`src/rtl/keypad_scanner.sv`:
```
// keypad_scanner
//   Scans a 4x4 active-low matrix keypad one column at a time, debounces
//   the first key found, and shifts its hex code into a two-digit register
//   pair for a display multiplexer. A key is accepted once per
//   press/release; while it is held every other key is ignored.
//
// Ports
//   clk          system clock, rising edge
//   reset        synchronous, active-low reset
//   rows[3:0]    keypad row lines, active-low, asynchronous to clk
//   cols[3:0]    keypad column drive, active-low one-cold
//   digit_left   previously accepted key code
//   digit_right  most recently accepted key code
//   key_valid    one-cycle pulse on the cycle a key is accepted
//
// state      | meaning
// -----------+-------------------------------------------------------------
// SCAN       | drive each column for SCAN_TICKS cycles, look for a low row
// DEBOUNCE   | row must stay low DEBOUNCE_TICKS cycles to accept the key
// HELD       | key accepted; wait for its row to go high
// RELEASE_DB | row must stay high DEBOUNCE_TICKS cycles before rescanning

module keypad_scanner #(
   parameter int SCAN_TICKS     = 10000,
   parameter int DEBOUNCE_TICKS = 50000
) (
   input  logic       clk,
   input  logic       reset,
   input  logic [3:0] rows,
   output logic [3:0] cols,
   output logic [3:0] digit_left,
   output logic [3:0] digit_right,
   output logic       key_valid
);

   localparam int MAX_TICKS = (SCAN_TICKS > DEBOUNCE_TICKS) ? SCAN_TICKS : DEBOUNCE_TICKS;
   localparam int CNT_W     = ($clog2(MAX_TICKS) > 20) ? $clog2(MAX_TICKS) : 20;
   localparam logic [CNT_W-1:0] SCAN_LAST = CNT_W'(SCAN_TICKS - 1);
   localparam logic [CNT_W-1:0] DEB_LAST  = CNT_W'(DEBOUNCE_TICKS - 1);

   typedef enum logic [1:0] {
      SCAN       = 2'd0,
      DEBOUNCE   = 2'd1,
      HELD       = 2'd2,
      RELEASE_DB = 2'd3
   } state_t;

   state_t           r_state;
   logic [CNT_W-1:0] r_cnt;
   logic [1:0]       r_col;
   logic [1:0]       r_row;
   logic [3:0]       r_cols;
   logic [3:0]       r_rows_meta;
   logic [3:0]       r_rows_sync;
   logic [3:0]       r_digit_left;
   logic [3:0]       r_digit_right;
   logic             r_key_valid;

   logic [1:0]       w_row_low_idx;
   logic             w_row_any_low;
   logic             w_sel_row_high;
   logic [1:0]       w_col_next;
   logic [3:0]       w_key_code;

   function automatic logic [3:0] col_drive(input logic [1:0] c);
      return ~(4'b0001 << c);
   endfunction

   // Keypad legend, indexed {row, col}.
   function automatic logic [3:0] key_code(input logic [1:0] r, input logic [1:0] c);
      logic [3:0] code;
      case ({r, c})
         4'd0:    code = 4'h1;
         4'd1:    code = 4'h2;
         4'd2:    code = 4'h3;
         4'd3:    code = 4'hA;
         4'd4:    code = 4'h4;
         4'd5:    code = 4'h5;
         4'd6:    code = 4'h6;
         4'd7:    code = 4'hB;
         4'd8:    code = 4'h7;
         4'd9:    code = 4'h8;
         4'd10:   code = 4'h9;
         4'd11:   code = 4'hC;
         4'd12:   code = 4'hE;
         4'd13:   code = 4'h0;
         4'd14:   code = 4'hF;
         default: code = 4'hD;
      endcase
      return code;
   endfunction

   // Lowest-index low row wins when several rows are low at once.
   always_comb begin
      w_row_low_idx = 2'd0;
      for (int i = 3; i >= 0; i--) begin
         if (!r_rows_sync[i]) w_row_low_idx = 2'(i);
      end
   end

   assign w_row_any_low  = (r_rows_sync != 4'b1111);
   assign w_sel_row_high = r_rows_sync[r_row];
   assign w_col_next     = r_col + 2'd1;
   assign w_key_code     = key_code(r_row, r_col);

   always_ff @(posedge clk) begin
      if (!reset) begin
         r_state       <= SCAN;
         r_cnt         <= '0;
         r_col         <= 2'd0;
         r_row         <= 2'd0;
         r_cols        <= 4'b1110;
         r_rows_meta   <= 4'b1111;
         r_rows_sync   <= 4'b1111;
         r_digit_left  <= 4'h0;
         r_digit_right <= 4'h0;
         r_key_valid   <= 1'b0;
      end else begin
         r_rows_meta <= rows;
         r_rows_sync <= r_rows_meta;
         r_key_valid <= 1'b0;

         case (r_state)
            SCAN: begin
               if (r_cnt == SCAN_LAST) begin
                  r_cnt <= '0;
                  if (w_row_any_low) begin
                     r_row   <= w_row_low_idx;
                     r_state <= DEBOUNCE;
                  end else begin
                     r_col  <= w_col_next;
                     r_cols <= col_drive(w_col_next);
                  end
               end else begin
                  r_cnt <= r_cnt + CNT_W'(1);
               end
            end

            DEBOUNCE: begin
               if (w_sel_row_high) begin
                  r_cnt   <= '0;
                  r_col   <= w_col_next;
                  r_cols  <= col_drive(w_col_next);
                  r_state <= SCAN;
               end else if (r_cnt == DEB_LAST) begin
                  r_digit_left  <= r_digit_right;
                  r_digit_right <= w_key_code;
                  r_key_valid   <= 1'b1;
                  r_cnt         <= '0;
                  r_state       <= HELD;
               end else begin
                  r_cnt <= r_cnt + CNT_W'(1);
               end
            end

            HELD: begin
               // Counter was cleared on entry and stays idle here.
               if (w_sel_row_high) begin
                  r_cnt   <= '0;
                  r_state <= RELEASE_DB;
               end
            end

            RELEASE_DB: begin
               if (!w_sel_row_high) begin
                  r_cnt   <= '0;
                  r_state <= HELD;
               end else if (r_cnt == DEB_LAST) begin
                  r_cnt   <= '0;
                  r_col   <= w_col_next;
                  r_cols  <= col_drive(w_col_next);
                  r_state <= SCAN;
               end else begin
                  r_cnt <= r_cnt + CNT_W'(1);
               end
            end

            default: begin
               r_cnt   <= '0;
               r_state <= SCAN;
            end
         endcase
      end
   end

   assign cols        = r_cols;
   assign digit_left  = r_digit_left;
   assign digit_right = r_digit_right;
   assign key_valid   = r_key_valid;

endmodule
```
`config.mk`:
```
export PLATFORM = sky130hd
export DESIGN_NAME = keypad_scanner
export DESIGN_NICKNAME = d
export VERILOG_FILES = /design/src/rtl/keypad_scanner.sv
export SDC_FILE = /design/constraint.sdc
export NUM_CORES = 1
export LEC_CHECK = 0
export ABC_AREA = 1
export CAP_MARGIN = 10
export CORE_ASPECT_RATIO = 1.5
export CORE_MARGIN = 2
export CORE_UTILIZATION = 45
export DETAILED_ROUTE_END_ITERATION = 12
export GPL_TIMING_DRIVEN = 0
export SLEW_MARGIN = 40
export SYNTH_ARGS = -nofsm -noshare
export SYNTH_HDL_FRONTEND = slang
export SYNTH_SLANG_ARGS = --single-unit
export TNS_END_PERCENT = 1
```
`constraint.sdc`:
```
create_clock -name clk -period 3.3 [get_ports clk]
set_input_delay 0.33 -clock clk [delete_from_list [all_inputs] [get_ports clk]]
set_output_delay 0.33 -clock clk [all_outputs]
set_load 0.005 [all_outputs]
```
**Word-level counts from Yosys, hierarchy flattened**

Memories as Yosys holds them, arrays and structs flattened. A register that Yosys moved wholly into a read port is not among the register bits.
Cells that the tools add are included.
Widths: inputs -> output; s select.

- Bits in registers: 43
- Word-level logic and storage cells: 74
- Memories kept: 1
- Output and inout port bits: 13
- ROM bits: 64

Memory list:

| memory | depth | width | rd ports | clocked after Yosys merged registers in | write ports | RTL line | RTL |
|---|---|---|---|---|---|---|---|
| (name not given) | 16 | 4 | 1 | 1 | 0 | 72 | `case ({r, c})` |

- Order comparisons: 1
- Mux-type cells: 33
- Shifts and indexed selects: 1
- Add/subtract/negate cells: 2
- Reduce and logical (&&, ||, !) cells: 8
- Bitwise operators: 4
- Eq/ne operators: 15

Operator list:

| operator | number |
|---|---|
| $mux 20 | 5 |
| $pmux 20 s4 | 1 |
| $mux 2 | 16 |
| $add 20x1->20 const B | 1 |
| $eq 20x14->1 const B | 1 |
| $eq 20x16->1 const B | 1 |
| $mux 4 | 5 |
| $ne 2x2->1 const B | 7 |
| $pmux 4 s3 | 1 |
| $pmux 2 s4 | 1 |
| $ne 3x3->1 const B | 2 |
| $pmux 2 s3 | 1 |
| $reduce_and 3->1 | 2 |
| $reduce_and 6->1 | 1 |
| $reduce_and 5->1 | 1 |
| $eq 2x2->1 const B | 2 |
| $ne 4x4->1 const B | 1 |
| $not 4->4 | 1 |
| $shl 1x2->4 const A | 1 |
| $lt 2x3->1 const B | 1 |
| $not 1->1 | 3 |
| $reduce_bool 3->1 | 1 |
| $reduce_or 3->1 | 1 |
| $add 2x1->2 const B | 1 |
| other kinds (5) | 6 |

**Logic depth before layout (Yosys ltp)**

Gate-level depths: netlist of run 1.

- Word-level depth: 6
- Gate-level depth with buffers: 12
- Gate-level depth less buffers: 12

**Worst setup path after synthesis of run 1**

OpenSTA, ideal clock, no wires.

- Kind: register -> register
- Start: register r_cnt[0]
- End: register r_cnt[4]
- Stages on the path, launching flop included: 12
- Data required time: 3.185 ns
- Setup slack: 1.701 ns
- Arrival time: 1.484 ns
- Cells stage by stage: dfxtp_1 > ha_1 > nand2_1 > inv_2 > nand2_2 > nor2_4 > nand3_2 > nand2_2 > nand2_2 > o21ai_4 > buf_12 > nor2_2

- Word-level cells in the longest chain between the ends: 4
- Elaborated cells on any way between the ends: 8
- Classes of those cells: add/sub (1); eq/ne (2); mux (5)

Ends and longest elaborated chain:

| item | RTL line | RTL |
|---|---|---|
| start: declaration | 49 | `logic [CNT_W-1:0] r_cnt;` |
| start signal: assignment | 135 | `r_cnt <= r_cnt + CNT_W'(1);` |
| start signal: assignment | 152 | `r_cnt <= r_cnt + CNT_W'(1);` |
| start signal: assignment | 174 | `r_cnt <= r_cnt + CNT_W'(1);` |
| $add 20x1->20 or $eq 20x16->1 (tied branches) | n/a |  |
| $mux 20 | 145, 168 |  |
| $mux 20, on equally long branches | 165, 140 |  |
| $pmux 20 s4 (*) | 123 | `case (r_state)` |

Mark *: on every way between the ends. The rest lies on a longest branch, timed or not.
A chain may end at the register's enable or synchronous reset.

**Worst setup path in the final report of run 1**

- Start: register r_cnt[0]
- End: register r_cnt[18]

The elaborated chain is that of the path after synthesis.

==> results.json, run 1 <==
{
  "synth_edf_count": 0,
  "crit_arrival_ps": 2080,
  "worstPathRequired_ps": 3500,
  "postSynthCellCount": 321,
  "post_cts_buffers": 0,
  "hold_viol": 0,
  "cts_tree": "yes",
  "grt_pass1_vias": 1967,
  "post-synth-top-area-cell": "dfxtp_1",
  "rsz0062_at_grt": "false",
  "grt_pass1_wl_microns": 8721,
  "num_antenna_cells": 0,
  "synth.top_cell.area_share_pct": 39.23,
  "ys_ff_latch": 47,
  "final_nets": 359,
  "drive_gt1_share_pct": 16.71,
  "finalPower_mw": 1.118,
  "syn2layout_area_growth_pct": 16.59,
  "fillerInstances": 545,
  "crit_path_end_kind": "register",
  "status": "finished, final reports clean",
  "drt-initial-drc-count": 89,
  "dieArea_sq_um": 5942,
  "antenna_found_initial": 0,
  "cts_buffer_depth": 2,
  "cellPowerDensity_nw_per_um2": 399.7,
  "detail_route.wl_per_cell_microns": 12.00,
  "post_cts_resized": 0,
  "syn_area_sq_um": 2399,
  "die_h_microns": 93.42,
  "hpwl_microns": 3781,
  "worstSetupPathType": "reg2reg",
  "ys_seq_area_share_pct": 39.23,
  "tightest_slew_ps": 540.6,
  "first_pass_iters": 4,
  "final_cells": 415,
  "wirelength_microns": 4980,
  "rows": 32,
  "cts_max_level": 2,
  "finalCritPeriodShare_pct": 57.01,
  "cp-start-kind": "register",
  "timing.final.ws_setup_ps": 1419,
  "synth_commonest_cells": "nor2_1 (56), nand2_1 (52), dfxtp_1 (47)",
  "finalSetupTns_ps": 0,
  "grt.total_usage_pct": 18.65,
  "peakVddDrop_v": 0.0003419,
  "cts_made_buffers": 5,
  "finClkSkew_ps": 8.362,
  "cts_root_buffer": "clkbuf_8",
  "dp_slack_ps": 1418,
  "p_leak_nw": 1.143,
  "placed_cells": 407,
  "yosys_warnings": 0,
  "worstSkewPairLatency_ps": 300,
  "slew_headroom_pct": 63.96,
  "regToRegStartpoint": "r_cnt[0]",
  "async_reset_ff_share_pct": 0,
  "worstHoldStart": "r_rows_meta[1]",
  "clock_sink_count": 47,
  "drv_slew": 0,
  "synth_cell_types": 32,
  "core_area_sq_um": 5125,
  "yosysMostFrequentCell": "nor2_1",
  "route.detailed.drc": 0,
  "cp_max_fo": 10,
  "syn_nets": 334,
  "vias": 2050,
  "gp_congestion": 0.8266,
  "fmax_ghz": 0.5316,
  "initial_utilization_pct": 46.80,
  "ioPinCount": 19,
  "overflow": 0,
  "postCtsHoldBufs": 0,
  "postRouteAntennaNets": 0,
  "port_buffers": 18,
  "grt_max_degree": 15,
  "period_needed_ps": 1881,
  "holdWs_ps": 410.0,
  "setup_viol": 0,
  "die_width_microns": 63.61,
  "avgSynthCellArea_sq_um": 7.472,
  "synth-main-ff-cell": "dfxtp_1",
  "clk_pin_slew_worst_paths_ps": 90,
  "crit_start": "r_cnt[0]",
  "hold_class": "reg2reg",
  "netlist_top_cells_area": "dfxtp_1 (39%), nor2_1 (8.8%), nand2_1 (8.1%)",
  "vias_per_cell": 4.940,
  "maxCapViolations": 0
}
## kinds of logic after synthesis
family / count (synthesis) / share of synthesized area, %
compound gates: 41 / 9.442
xor+xnor: 8 / 2.921
fa+ha+maj: 7 / 3.651
buf+inv: 42 / 8.242
flops: 47 / 39.23
simple gates: 176 / 36.52
## per-stage QoR
step	util (%)	instance area [sq um]
finish	54.57	2796
global route	54.57	2796
CTS	54.57	2796
detailed placement	51.98	2664
global placement	51.98	2664
floorplan	-	2399
## layer usage
layer	wire length (microns)	track usage (%)	up-vias	part of all wire, %
met4	153	8.152	0	3.1
li1	-	-	1072	-
met2	2810	36.67	36	56
met1	1868	18.50	933	38
met3	148	3.490	9	3.0
met5	0	0	-	0
## sequential cells by signal (all words and copies together), names as in the netlist, named ones only
name	cells
cols	4
digit_left	4
digit_right	4
key_valid	1
r_cnt	20
r_col	2
r_row	2
r_rows_meta	4
r_rows_sync	4
r_state	1
## critical path, cell delays in order, from the launching register on
cell	delay (ps)
dfxtp_1	380
ha_1	190
nand2_1	90
inv_2	90
nand2_2	60
nor2_4	100
nand3_2	100
nand2_2	120
nand2_2	80
o21ai_4	330
buf_12	190
nor2_2	40
## layout make-up
class,instances,area [sq um],share of cell area [%]
multi-input combinational,232,1260,45.06
buffer,8,70.07,2.506
sequential,47,940.9,33.65
timing repair buffer,18,180.2,6.443
clock inverter,2,60.06,2.148
inverter,34,127.6,4.564
tap,68,85.08,3.043
clock buffer,6,72.57,2.595
## where the power goes
part | switching [mW] | leakage (nW) | internal (mW)
Clock | 0.193 | 0.0654 | 0.303
Sequential | 0.00475 | 0.381 | 0.574
Combinational | 0.0238 | 0.696 | 0.0190
## placed cells by master (no fill, tap or decap)
| cell | Yosys | final |
|---|---|---|
| nand2_2 | 8 | 8 |
| bufinv_16 | 0 | 2 |
| nand2_1 | 52 | 52 |
| nor2_2 | 13 | 13 |
| inv_1 | 31 | 31 |
| nand4_4 | 1 | 1 |
| nand3_2 | 4 | 4 |
| nor2_1 | 56 | 56 |
| a21oi_1 | 17 | 17 |
| or2_2 | 9 | 9 |
| xnor2_1 | 2 | 2 |
| buf_2 | 1 | 1 |
| buf_12 | 1 | 1 |
| a211oi_1 | 3 | 3 |
| buf_6 | 2 | 2 |
| or2_0 | 1 | 1 |
| o21ai_0 | 12 | 12 |
| ha_1 | 7 | 7 |
| or2_1 | 1 | 1 |
| dfxtp_1 | 47 | 47 |
| clkbuf_8 | 0 | 5 |
| nor3_4 | 1 | 1 |
| nor2_4 | 3 | 3 |
| nor3_1 | 6 | 6 |
| nand2_4 | 2 | 2 |
| xor2_1 | 6 | 6 |
| o21bai_1 | 1 | 1 |
| inv_2 | 3 | 3 |
| nand4_1 | 9 | 9 |
| o21ai_1 | 7 | 7 |
| buf_4 | 2 | 2 |
| clkbuf_1 | 2 | 3 |
| o21ai_4 | 1 | 1 |
| clkdlybuf4s50_1 | 0 | 18 |
| nand3_1 | 10 | 10 |
## final timing paths
| path | to | slack [ps] | cells after the start |
|---|---|---|---|
| min | r_rows_sync[1] | 410 | 1 |
| min reg2reg | r_rows_sync[1] | 410 | 1 |
| max | r_cnt[18] | 1420 | 11 |
| max reg2reg | r_cnt[18] | 1420 | 11 |
No activity file was read; power rests on OpenSTA's default activity.
==> inputs of run 2 (changes only) <==
==> constraint.sdc (replaced) <==
create_clock -name clk -period 1.8 [get_ports clk]
set_input_delay 0.18 -clock clk [delete_from_list [all_inputs] [get_ports clk]]
set_output_delay 0.18 -clock clk [all_outputs]
set_load 0.005 [all_outputs]
==> run 2 against run 1 <==
  * Clock skew hardly changed
  * Highest routed layer unchanged
  * Die area unchanged
  * Sequential cell count unchanged
  * Via count rose by 1.1%
  * Sequential share of layout area fell by 1.3 points
  * Largest cell class unchanged
==> results.json, run 2 (same netlist as run 1, synthesis figures left out) <==
{
  "drv_slew": 0,
  "crit_chain": "ha_4 -> nand2_4 -> inv_2 -> nand2_2 -> nor2_4 -> nand3_4 -> nand2_4 -> nand2_4 -> o21ai_4 -> clkbuf_16 -> nor2_2",
  "worstSkewPairLatency_ps": 300,
  "drive_gt1_share_pct": 20.06,
  "vias": 2072,
  "cts_max_level": 2,
  "grt_pass1_wl_microns": 8769,
  "top_register": "r_cnt",
  "r2r_cells": 11,
  "wirelength_microns": 5111,
  "crit_path_end_kind": "register",
  "rows": 32,
  "worstPathRequired_ps": 2000,
  "finalSetupTns_ps": 0,
  "critPathMostFrequentCell": "nand2_4",
  "overflow": 0,
  "worstHoldStart": "r_rows_meta[1]",
  "die_width_microns": 63.61,
  "final_core_util_pct": 57.03,
  "grt_pass1_vias": 1980,
  "cp_max_fo": 5,
  "maxCapViolations": 0,
  "period_needed_ps": 1773,
  "slew_headroom_pct": 64.83,
  "gp_congestion": 0.8266,
  "final_cell_mix": "nor2_1 (55), nand2_1 (51), dfxtp_1 (45)",
  "final_common_cell": "nor2_1",
  "hold_class": "reg2reg",
  "cp-start-kind": "register",
  "die_h_microns": 93.42,
  "placed_cells": 407,
  "cts_tree": "yes",
  "cellPowerDensity_nw_per_um2": 707.7,
  "holdPathStages": 1,
  "cts_root_buffer": "clkbuf_8",
  "postRouteAntennaNets": 0,
  "route.detailed.drc": 0,
  "cts_buffer_depth": 2,
  "vias_per_cell": 4.910,
  "finalCritPeriodShare_pct": 98.51,
  "rsz0062_at_grt": "true",
  "antenna_found_initial": 0,
  "grt.total_usage_pct": 18.75,
  "clock_sink_count": 47,
  "hold_viol": 0,
  "crit_arrival_ps": 1970,
  "p_leak_nw": 1.200,
  "dp_slack_ps": -82.41,
  "initial_utilization_pct": 46.80,
  "tightest_slew_ps": 527.5,
  "slowest_delay_ps": 370,
  "cp_slowest_cell": "dfxtp_2",
  "rrSetupSlack_ps": 30,
  "num_antenna_cells": 0,
  "hpwl_microns": 3781,
  "fmax_ghz": 0.5640,
  "setup_viol": 0,
  "peakVddDrop_v": 0.0006271,
  "dieArea_sq_um": 5942,
  "worstSetupPathType": "reg2reg",
  "min_to": "r_rows_sync[1]",
  "drt-initial-drc-count": 74,
  "cts_made_buffers": 5,
  "regToRegStartpoint": "r_cnt[1]",
  "ioPinCount": 19,
  "syn2layout_area_growth_pct": 21.86,
  "status": "finished, final reports clean",
  "worstReg2RegEnd": "r_cnt[18]",
  "holdWs_ps": 410.9,
  "first_pass_iters": 4,
  "grt_max_degree": 15,
  "postCtsHoldBufs": 0,
  "core_area_sq_um": 5125,
  "detail_route.wl_per_cell_microns": 12.11,
  "largest_reg_flops": 20,
  "final_nets": 366,
  "port_buffers": 18,
  "finClkSkew_ps": 7.893,
  "timing.final.ws_setup_ps": 26.90,
  "clk_pin_slew_worst_paths_ps": 90,
  "final_cells": 422
}
-- run 2: cell count changes in the layout (fill, tap and decap cells not counted), moves of 2 or more --
cell / before / now
dfxtp_1: 47 / 45
nand3_4: 0 / 2
nand2_4: 2 / 5
buf_4: 2 / 7
nand3_2: 4 / 2
nand2_2: 8 / 6
-- run 2: how the worst max path moves through the flow --
stage / startpoint / end / slack, ps / cells after the start
floorplan: r_cnt[0] / r_cnt[4] / 200 / 11
global route: r_cnt[1] / r_cnt[18] / -50 / 11
CTS: r_cnt[0] / r_cnt[12] / 30 / 11
global placement: r_cnt[0] / r_cnt[5] / -70 / 11
detailed placement: r_cnt[0] / r_cnt[5] / -80 / 11
finish: r_cnt[1] / r_cnt[18] / 30 / 11
-- run 2: critical path, delay by kind of cell (launching register included) --
family	cells	cell delay [ps]
flip-flops	1	370
adder cells (fa/ha/maj)	1	160
AND/OR/NAND/NOR	7	580
AO/OA/AOI/OAI	1	290
buffers and inverters	2	280
-- run 2: layout make-up --
class | count | area (sq um)
Clock inverter | 2 | 60.06
Timing Repair Buffer | 25 | 254.0
Tap cell | 68 | 85.08
Buffer | 8 | 70.07
Multi-Input combinational cell | 232 | 1308
Clock buffer | 6 | 72.57
Sequential cell | 47 | 945.9
Inverter | 34 | 127.6
Fill cell | 528 | 2202
-- run 2: per-layer routing --
metal,track usage (%),part of all wire (%)
met4,8.152,3.0
met5,0,0
met2,36.93,56
met3,3.490,3.0
met1,18.57,38
-- run 2: what timing repair did --
item / in CTS / in global routing
endpoints found under the setup margin: 10 / 22
cloned: 0 / 1
gates resized for setup: 1 / 13
buffers inserted: 2 / 4
pin swaps: 1 / 7
-- run 2: per-stage QoR --
stage,instance area [sq um],power [mW]
3_3_place_gp,2664,1.164
4_1_cts,2813,2.085
3_5_place_dp,2664,1.166
6_report,2923,2.068
5_1_grt,2923,2.154
2_1_floorplan,2399,1.139
-- run 2: where the power goes --
part           total [mW]  switching [mW]  internal (mW)
logic              0.0949          0.0475         0.0474
registers            1.06          0.0111           1.05
clock network       0.910           0.354          0.555
total                2.07           0.413           1.66
==> inputs of run 3 (changes only) <==
--- a/config.mk
+++ b/config.mk
@@ -12,6 +12,7 @@
 export CORE_UTILIZATION = 45
 export DETAILED_ROUTE_END_ITERATION = 12
 export GPL_TIMING_DRIVEN = 0
+export SKIP_LAST_GASP = 1
 export SLEW_MARGIN = 40
 export SYNTH_ARGS = -nofsm -noshare
 export SYNTH_HDL_FRONTEND = slang
==> run 3 against run 2 <==
  * First-iteration DRC count rose by 22%
  * Count of clock-buffer cells in the layout unchanged
  * Die area unchanged
  * Clock power about the same
  * Critical path depth stayed put
  * Register-to-register slack about the same
  * Largest power group unchanged
==> results.json, run 3 (same netlist as run 1, synthesis figures left out) <==
{
  "crit_path_end_kind": "register",
  "worstReg2RegEnd": "r_cnt[18]",
  "period_needed_ps": 1776,
  "grt_pass1_vias": 1980,
  "regToRegStartpoint": "r_cnt[1]",
  "final_nets": 366,
  "postRouteAntennaNets": 0,
  "vias_per_cell": 4.908,
  "timing.final.ws_setup_ps": 23.55,
  "cp_max_fo": 5,
  "worstSkewPairLatency_ps": 300,
  "dp_slack_ps": -82.41,
  "antenna_found_initial": 0,
  "final_core_util_pct": 56.98,
  "hold_class": "reg2reg",
  "ioPinCount": 19,
  "route.detailed.drc": 0,
  "largest_reg_flops": 20,
  "maxCapViolations": 0,
  "finClkSkew_ps": 7.776,
  "placed_cells": 407,
  "setup_viol": 0,
  "fmax_ghz": 0.5629,
  "dieArea_sq_um": 5942,
  "detail_route.wl_per_cell_microns": 12.19,
  "overflow": 0,
  "cts_max_level": 2,
  "rsz0062_at_grt": "true",
  "wirelength_microns": 5143,
  "gp_congestion": 0.8266,
  "cts_root_buffer": "clkbuf_8",
  "num_antenna_cells": 0,
  "initial_utilization_pct": 46.80,
  "port_buffers": 18,
  "hpwl_microns": 3781,
  "grt.total_usage_pct": 18.75,
  "die_h_microns": 93.42,
  "holdWs_ps": 411.4,
  "cts_made_buffers": 5,
  "status": "finished, final reports clean",
  "cts_buffer_depth": 2,
  "wl_met1_microns": 1976,
  "worstPathRequired_ps": 2000,
  "clock_sink_count": 47,
  "cellPowerDensity_nw_per_um2": 708.6,
  "top_layer_used": "met4",
  "syn2layout_area_growth_pct": 21.75,
  "vias": 2071,
  "worstHoldStart": "r_rows_meta[1]",
  "grt_pass1_wl_microns": 8769,
  "finalPower_mw": 2.069,
  "rrSetupSlack_ps": 20,
  "rows": 32,
  "first_pass_iters": 4,
  "final_cell_mix": "nor2_1 (56), nand2_1 (51), dfxtp_1 (45)",
  "core_area_sq_um": 5125,
  "top_register": "r_cnt",
  "tightest_slew_ps": 525.1,
  "p_leak_nw": 1.201,
  "hold_viol": 0,
  "peakVddDrop_v": 0.0006268,
  "slew_headroom_pct": 64.99,
  "grt_max_degree": 15,
  "route.met2.wl_microns": 2895,
  "drt-initial-drc-count": 90,
  "holdPathStages": 1,
  "drive_gt1_share_pct": 19.49,
  "final_cells": 422,
  "die_width_microns": 63.61,
  "clk_pin_slew_worst_paths_ps": 90,
  "met3_length_microns": 115,
  "cp-start-kind": "register",
  "crit_arrival_ps": 1970,
  "finalCritPeriodShare_pct": 98.69,
  "final_common_cell": "nor2_1",
  "drv_slew": 0,
  "min_to": "r_rows_sync[1]",
  "worstSetupPathType": "reg2reg",
  "cts_tree": "yes",
  "stdcell_area_sq_um": 2920,
  "finalSetupTns_ps": 0,
  "r2r_cells": 11,
  "place_area_sq_um": 2664
}
==> run 3: layout make-up <==
cell class              count  area [sq um]
plain buffers               8         70.07
repair buffers             25         254.0
multi-input cells         232          1305
clock inverters             2         60.06
clock buffers               6         72.57
inverters                  34         127.6
flip-flops and latches     47         945.9
well taps                  68         85.08
fillers                   529          2205
==> run 3: what timing repair did <==
action | in CTS | in global routing
resized for setup | 1 | 11
buffers inserted | 2 | 4
setup endpoints to repair | 10 | 22
hold buffers | 0 | 0
cloned | 0 | 1
pin swaps | 1 | 6
==> run 3: critical path, stage by stage (launching register included) <==
cell and delay (ps):
dfxtp_2 370, ha_4 160, nand2_4 40, inv_2 60, nand2_2 60, nor2_4 160
nand3_4 100, nand2_4 110, nand2_4 60, o21ai_4 290, clkbuf_16 220, nor2_2 40
==> run 3: how the worst max path moves through the flow <==
stage	from	endpoint	slack (ps)
after detailed placement	r_cnt[0]	r_cnt[5]	-80
after global routing	r_cnt[1]	r_cnt[18]	-50
final	r_cnt[1]	r_cnt[18]	20
after CTS	r_cnt[0]	r_cnt[12]	30
after floorplan	r_cnt[0]	r_cnt[4]	200
after global placement	r_cnt[0]	r_cnt[5]	-70
==> run 3: metal layers <==
layer	vias to the layer above	global-route usage (%)
li1	1089	-
met1	943	18.57
met2	27	36.93
met3	12	3.490
met4	0	8.152
met5	-	0
==> run 3: where the power goes <==
group	leakage (nW)	switching, mW	internal [mW]	total [mW]
combinational	0.754	0.0477	0.0473	0.0950
clock	0.0654	0.355	0.555	0.910
sequential	0.382	0.0111	1.05	1.06
total	1.20	0.414	1.66	2.07
